**src/rtl/exec_pkg.sv**
```systemverilog
// Shared types for the execution unit.
//   op_t    : 3-bit operation codes presented on the op port
//   state_t : control FSM states (IDLE, MUL, WB)
package exec_pkg;

    typedef enum logic [2:0] {
        OpAdd = 3'b000,
        OpSub = 3'b001,
        OpAnd = 3'b010,
        OpOr  = 3'b011,
        OpXor = 3'b100,
        OpShl = 3'b101,
        OpShr = 3'b110,
        OpMul = 3'b111
    } op_t;

    typedef enum logic [1:0] {
        IDLE = 2'd0,
        MUL  = 2'd1,
        WB   = 2'd2
    } state_t;

endpackage

```
**src/rtl/mul_seq.sv**
```systemverilog
// Sequential shift-add multiplier, one multiplier bit per cycle.
// Ports:
//   clk, reset : clock and synchronous active-high reset
//   start      : load operands a/b and begin an n-step multiply
//   a, b       : multiplicand and multiplier (n bits)
//   done       : high during the final step; product is valid alongside it
//   product    : 2n-bit product including the step being taken this cycle
module mul_seq #(
    parameter int unsigned n = 8
) (
    input  logic           clk,
    input  logic           reset,
    input  logic           start,
    input  logic [n-1:0]   a,
    input  logic [n-1:0]   b,
    output logic           done,
    output logic [2*n-1:0] product
);

    localparam int unsigned CntW = $clog2(n) + 1;

    logic            run_q;
    logic [CntW-1:0] cnt_q;
    logic [2*n-1:0]  acc_q;
    logic [2*n-1:0]  mcand_q;
    logic [n-1:0]    mplier_q;
    logic [2*n-1:0]  sum;

    // Product is exposed combinationally so the last step's result can be
    // registered by the parent on the same edge the step completes.
    always_comb begin
        sum     = acc_q + (mplier_q[0] ? mcand_q : '0);
        product = sum;
        done    = run_q && (cnt_q == CntW'(n - 1));
    end

    always_ff @(posedge clk) begin
        if (reset) begin
            run_q    <= 1'b0;
            cnt_q    <= '0;
            acc_q    <= '0;
            mcand_q  <= '0;
            mplier_q <= '0;
        end else if (start) begin
            run_q    <= 1'b1;
            cnt_q    <= '0;
            acc_q    <= '0;
            mcand_q  <= {{n{1'b0}}, a};
            mplier_q <= b;
        end else if (run_q) begin
            acc_q    <= sum;
            mcand_q  <= mcand_q << 1;
            mplier_q <= mplier_q >> 1;
            cnt_q    <= cnt_q + CntW'(1);
            run_q    <= !done;
        end
    end

endmodule

```
**src/rtl/exec_unit.sv**
```systemverilog
// Execution unit: single-cycle ALU plus sequential multiplier feeding a
// register-file write port.
// Ports:
//   clk, reset          : clock and synchronous active-high reset
//   in_valid / in_ready : operation handshake; accept when both high
//   op, rd, a, b        : operation code, destination, operands
//   w, Waddr, Wdata     : register-file write strobe/address/data
//   zero, carry         : flags of the last completed result
//   busy                : a multiply is in progress
module exec_unit
    import exec_pkg::*;
#(
    parameter int unsigned n = 8
) (
    input  logic         clk,
    input  logic         reset,
    input  logic         in_valid,
    output logic         in_ready,
    input  logic [2:0]   op,
    input  logic [4:0]   rd,
    input  logic [n-1:0] a,
    input  logic [n-1:0] b,
    output logic         w,
    output logic [4:0]   Waddr,
    output logic [n-1:0] Wdata,
    output logic         zero,
    output logic         carry,
    output logic         busy
);

    state_t         state_q, state_d;
    logic [4:0]     rd_q;
    logic           accept;
    logic           is_mul;
    logic           mul_start;
    logic           mul_done;
    logic [2*n-1:0] mul_prod;

    logic [n:0]     add_full;
    logic [n:0]     sub_full;
    logic [n:0]     shl_ext;
    logic [n:0]     shr_ext;
    logic [2:0]     shamt;
    logic [n-1:0]   alu_res;
    logic           alu_carry;

    logic           res_valid;
    logic [n-1:0]   res_data;
    logic           res_carry;
    logic [4:0]     res_addr;

    assign in_ready  = !reset && (state_q != MUL);
    assign accept    = in_valid && in_ready;
    assign is_mul    = (op_t'(op) == OpMul);
    assign mul_start = accept && is_mul;
    assign busy      = (state_q == MUL);

    mul_seq #(
        .n(n)
    ) u_mul_seq (
        .clk    (clk),
        .reset  (reset),
        .start  (mul_start),
        .a      (a),
        .b      (b),
        .done   (mul_done),
        .product(mul_prod)
    );

    // Single-cycle ALU. Shifts use one extra bit so the last bit shifted out
    // lands in a fixed position; a shift of 0 naturally leaves it clear.
    always_comb begin
        shamt     = b[2:0];
        add_full  = {1'b0, a} + {1'b0, b};
        sub_full  = {1'b0, a} - {1'b0, b};
        shl_ext   = {1'b0, a} << shamt;
        shr_ext   = {a, 1'b0} >> shamt;
        alu_res   = '0;
        alu_carry = 1'b0;
        case (op_t'(op))
            OpAdd: begin
                alu_res   = add_full[n-1:0];
                alu_carry = add_full[n];
            end
            OpSub: begin
                alu_res   = sub_full[n-1:0];
                alu_carry = sub_full[n];
            end
            OpAnd: alu_res = a & b;
            OpOr:  alu_res = a | b;
            OpXor: alu_res = a ^ b;
            OpShl: begin
                alu_res   = shl_ext[n-1:0];
                alu_carry = shl_ext[n];
            end
            OpShr: begin
                alu_res   = shr_ext[n:1];
                alu_carry = shr_ext[0];
            end
            default: begin
                alu_res   = '0;
                alu_carry = 1'b0;
            end
        endcase
    end

    always_comb begin
        state_d = state_q;
        unique case (state_q)
            IDLE, WB: begin
                if (accept) begin
                    state_d = is_mul ? MUL : WB;
                end else begin
                    state_d = IDLE;
                end
            end
            MUL: begin
                if (mul_done) begin
                    state_d = WB;
                end
            end
            default: state_d = IDLE;
        endcase
    end

    // Select which result (if any) retires on this edge.
    always_comb begin
        res_valid = 1'b0;
        res_data  = alu_res;
        res_carry = alu_carry;
        res_addr  = rd;
        if (state_q == MUL) begin
            res_valid = mul_done;
            res_data  = mul_prod[n-1:0];
            res_carry = |mul_prod[2*n-1:n];
            res_addr  = rd_q;
        end else begin
            res_valid = accept && !is_mul;
        end
    end

    always_ff @(posedge clk) begin
        if (reset) begin
            state_q <= IDLE;
            rd_q    <= '0;
            w       <= 1'b0;
            Waddr   <= '0;
            Wdata   <= '0;
            zero    <= 1'b0;
            carry   <= 1'b0;
        end else begin
            state_q <= state_d;
            w       <= res_valid && (res_addr != 5'd0);
            if (mul_start) begin
                rd_q <= rd;
            end
            if (res_valid) begin
                zero  <= (res_data == '0);
                carry <= res_carry;
                // Writes to r0 are suppressed; address/data hold.
                if (res_addr != 5'd0) begin
                    Waddr <= res_addr;
                    Wdata <= res_data;
                end
            end
        end
    end

endmodule

```
**config.mk**
```make
export PLATFORM = sky130hd
export DESIGN_NAME = exec_unit
export DESIGN_NICKNAME = d
export VERILOG_FILES = /design/src/rtl/exec_pkg.sv /design/src/rtl/mul_seq.sv /design/src/rtl/exec_unit.sv
export SDC_FILE = /design/constraint.sdc
export NUM_CORES = 1
export LEC_CHECK = 0
export ABC_AREA = 1
export BUFFER_PORTS_ARGS = -buffer_cell sky130_fd_sc_hd__buf_4
export CAP_MARGIN = 5
export CORE_MARGIN = 10
export CORE_UTILIZATION = 35
export CTS_CLUSTER_SIZE = 8
export DETAILED_ROUTE_END_ITERATION = 8
export GPL_TIMING_DRIVEN = 1
export HOLD_SLACK_MARGIN = 0.02
export SLEW_MARGIN = 20
export SYNTH_ARGS = -nofsm -noshare
export SYNTH_HDL_FRONTEND = slang
export SYNTH_SLANG_ARGS = --single-unit
export TNS_END_PERCENT = 50
```
**constraint.sdc**
```tcl
create_clock -name clk -period 3.7 [get_ports clk]
set_input_delay 0.185 -clock clk [delete_from_list [all_inputs] [get_ports clk]]
set_output_delay 0.185 -clock clk [all_outputs]
set_load 0.01 [all_outputs]
```
==> impl_results.md <==
* Combinational fraction of design power at about a fifth
* Post-CTS setup buffers at 0
* PostCTS Resize Cnt at 0
* Hold_buf cts at 0
* Post-route setup slack at 0.976 ns
* Status: completed
* Post-Syn Area at between 5000 and 6000 um^2
* DIE HEIGHT at ~150 um
* Max frequency at 367 MHz
* Drt pass-1 iters at 5
* Required @ worst endpoint at about 3.9 ns
* Most frequent cells in the layout: nand2_1 (248), inv_1 (122), nand3_1 (119)
* # diodes at 0
* # IOs at 45
* CP cell instances: nand2_1, inv_1, ha_1, fa_1, nand3_1, nand3_1, a21oi_1, xor2_1, nor2_1, a21oi_1, nand2_1, o211ai_1, inv_1
* Tot GR Track Use at between 10% and 20%
* Nets at slightly below 1,000
* CTS Buffer Depth at 2
* Final std cells w/o fill at 1,131
* Worst slack, placed at 0.866 ns
* PwrDens at roughly 320 nW/um^2
* Tmin final at between 2 and 3 ns
* Dpl hpwl at 12,500 um
* DR vias/cell at approximately 5.1
* Number of global-route vias before repair at around 5,300
* Port-buffer cells at between 40 and 50
* DRC violations left at 0
* Drt total wl at 16,400 um
* Syn Area/Cell at 6.16 um^2
* Crit path kind: reg -> reg
* Tightest Pin Transition at between 0.8 and 0.9 ns
* Initial antenna violation count at 0
* CP Buf/Inv Count at 2
* Worst skew pair latency at ~0.33 ns
* Critical path's slowest cell: dfxtp_1
* Antenna-violating nets left at 0
* Arrival @ worst endpoint at 2.95 ns
* Delay-heaviest family, CP: adder cells
* Placeable Area at around 15,000 um^2
* Final Core Density at 40.5%
* Flop pwr share at between 30% and 40%
* Largest net degree at the start of global routing at 55
* Num rows at between 40 and 50
* LEAKAGE at between 3 and 4 nW
* Fin. Hold Viols at 0
* Die Footprint at 21,100 um^2
* Total number of vias at approximately 5,700
* Gate Count Post-Synth at slightly below 900
* Area after DPL at 5920 um^2
* Clock power frac at between 40% and 50%
* Clk sink count at 68
* Slew margin rel. at between 40 and 50%
* Unrepaired setup endpoints after global routing: no
* Design area at 6200 um^2
* Max FO, Critical Path at 17
* Initial core utilization at 35.9%
* Critical path capture point type: flop
* Routed wire per std cell at about 14 um
* #FFs+latches synth at 68
* Unique masters post-synth at 40
* Share of cells above drive strength 1 at 8.91%
* Net Sw Frac at between 30% and 40%
* CTS H-tree lvls at 3
* YS warnings at 0
* Die width at ~150 um
* Slowest cell delay on critical path at roughly 0.51 ns
* Area growth syn-to-layout at 12.8%
* Total CTS buffers at 9
* Most common cell after layout, fill and taps aside: nand2_1
* First-pass GRT wire length at between 20,000 and 30,000 um
* Final TNS setup at 0 ns
* Final setup fails at 0
* Worst vdd ir at about 0.24 mV
* Total net switching power at roughly 0.00060 W
* CTS tree: built
* Post-Place Cells at 1,115
* Root buf cell: clkbuf_16
* Clock Skews at about 0.0077 ns
* Final Max Slew Viols at 0
* RePlAce Congestion at just under 0.9
* Sequential share of the synthesized area at between 20% and 30%
* Internal at about 0.0014 W
* CTS clk-pin slew, worst paths at 0.06 ns
* GRT Residual Overflow at 0
* Worst hold path class: in -> reg
* MaxCap Viol Count at 0
* Tcrit/Tclk final at 73.6%
* DR iter-0 viols at approximately 540
* Critical path launch point type: flop
* Syn Nets at 964
==> routing by layer <==
metal / track usage, % / share of wire (%) / routed length, um / up-vias
li1: - / - / - / 2930
met1: 21.1 / 50 / 8190 / 2584
met2: 22.0 / 41 / 6790 / 173
met3: 3.07 / 5.1 / 836 / 40
met4: 6.42 / 3.5 / 568 / 0
met5: 0 / 0 / 0 / -
==> registers in the layout, summed over array words and instances, names as in the netlist <==
| signal | flops |
|---|---|
| u_mul_seq.cnt_q | 4 |
| u_mul_seq.mplier_q | 8 |
| rd_q | 5 |
| u_mul_seq.mcand_q | 16 |
| Waddr | 5 |
| state_q | 2 |
| Wdata | 8 |
| carry | 1 |
| zero | 1 |
| u_mul_seq.run_q | 1 |
| w | 1 |
| u_mul_seq.acc_q | 16 |
==> cells in the mapped netlist <==
master	n	area share (%)
mux2i_1	2	0.36
buf_2	14	1.3
buf_1	1	0.068
inv_2	3	0.20
o21bai_1	3	0.41
nor2_2	2	0.23
or2_2	5	0.57
a21boi_0	1	0.14
a31oi_1	10	1.1
nand2_1	248	17
dfxtp_1	68	25
fa_1	3	1.1
nor3_1	7	0.64
o21ai_0	36	3.3
clkbuf_8	3	0.75
nor2_4	1	0.20
clkinv_1	1	0.068
ha_1	41	9.3
clkbuf_1	14	0.96
nand3_2	1	0.18
nor3_4	1	0.30
nor2_1	77	5.3
a21oi_2	1	0.16
xnor2_1	1	0.16
and2_1	1	0.11
o21ai_2	1	0.16
a21oi_1	57	5.2
nand4_1	11	1.3
a221oi_1	2	0.32
a211oi_1	1	0.14
o311ai_0	1	0.16
nand3_1	119	11
inv_8	1	0.20
buf_6	1	0.20
o211ai_1	17	2.3
xor2_1	9	1.4
buf_4	3	0.41
nor3_2	1	0.18
nand3b_1	2	0.27
inv_1	122	8.3
==> path summary, 6_finish.rpt <==
path | startpoint | to | slack, ns | depth (start not counted)
setup / recovery | u_mul_seq.mplier_q[0] | Wdata[6] | 0.98 | 13
setup reg to reg | u_mul_seq.mplier_q[0] | Wdata[6] | 0.98 | 13
hold / removal | rd[1] | rd_q[1] | 0.08 | 3
hold reg to reg | state_q[0] | state_q[1] | 0.46 | 1
==> final cells by class <==
cell class	instances	area [um^2]
fillers	1735	9110
multi-input cells	662	3460
flip-flops and latches	68	1360
inverters	127	484
repair buffers	47	353
well taps	211	264
clock buffers	11	243
clock inverters	5	36.3
==> stage by stage <==
step | total power, W | hold WS [ns]
final | 0.00195 | 0.0838
after CTS | 0.00197 | 0.0755
after detailed placement | 0.00116 | 0.439
after global placement | 0.00116 | 0.424
after global routing | 0.00205 | 0.0974
after floorplan | 0.00103 | 0.320
==> power by group through the flow <==
| stage | registers [W] | logic (W) | clock network, W |
|---|---|---|---|
| after floorplan | 0.000784 | 0.000246 | 0 |
| after global placement | 0.000781 | 0.000379 | 0 |
| after detailed placement | 0.000781 | 0.000379 | 0 |
| after CTS | 0.000765 | 0.000381 | 0.000827 |
| after global routing | 0.000767 | 0.000431 | 0.000855 |
| final | 0.000765 | 0.000382 | 0.000807 |
==> worst min-delay path: cells and delay by family <==
kind,cells,cell delay (ns)
buffers and inverters,1,0.09
AND/OR/NAND/NOR,2,0.12
==> kinds of logic (layout without fill, tap and decap cells) <==
family / Yosys count / after routing / share of synthesized area (%)
AND/OR/NAND/NOR: 476 / 476 / 37.0
XOR/XNOR: 10 / 10 / 1.59
multiplexers: 2 / 2 / 0.364
flip-flops: 68 / 68 / 24.8
buffers and inverters: 163 / 190 / 12.5
AO/OA/AOI/OAI: 130 / 130 / 13.4
adder cells (fa/ha/maj): 44 / 44 / 10.4
No activity file was read; power rests on OpenSTA's default activity.
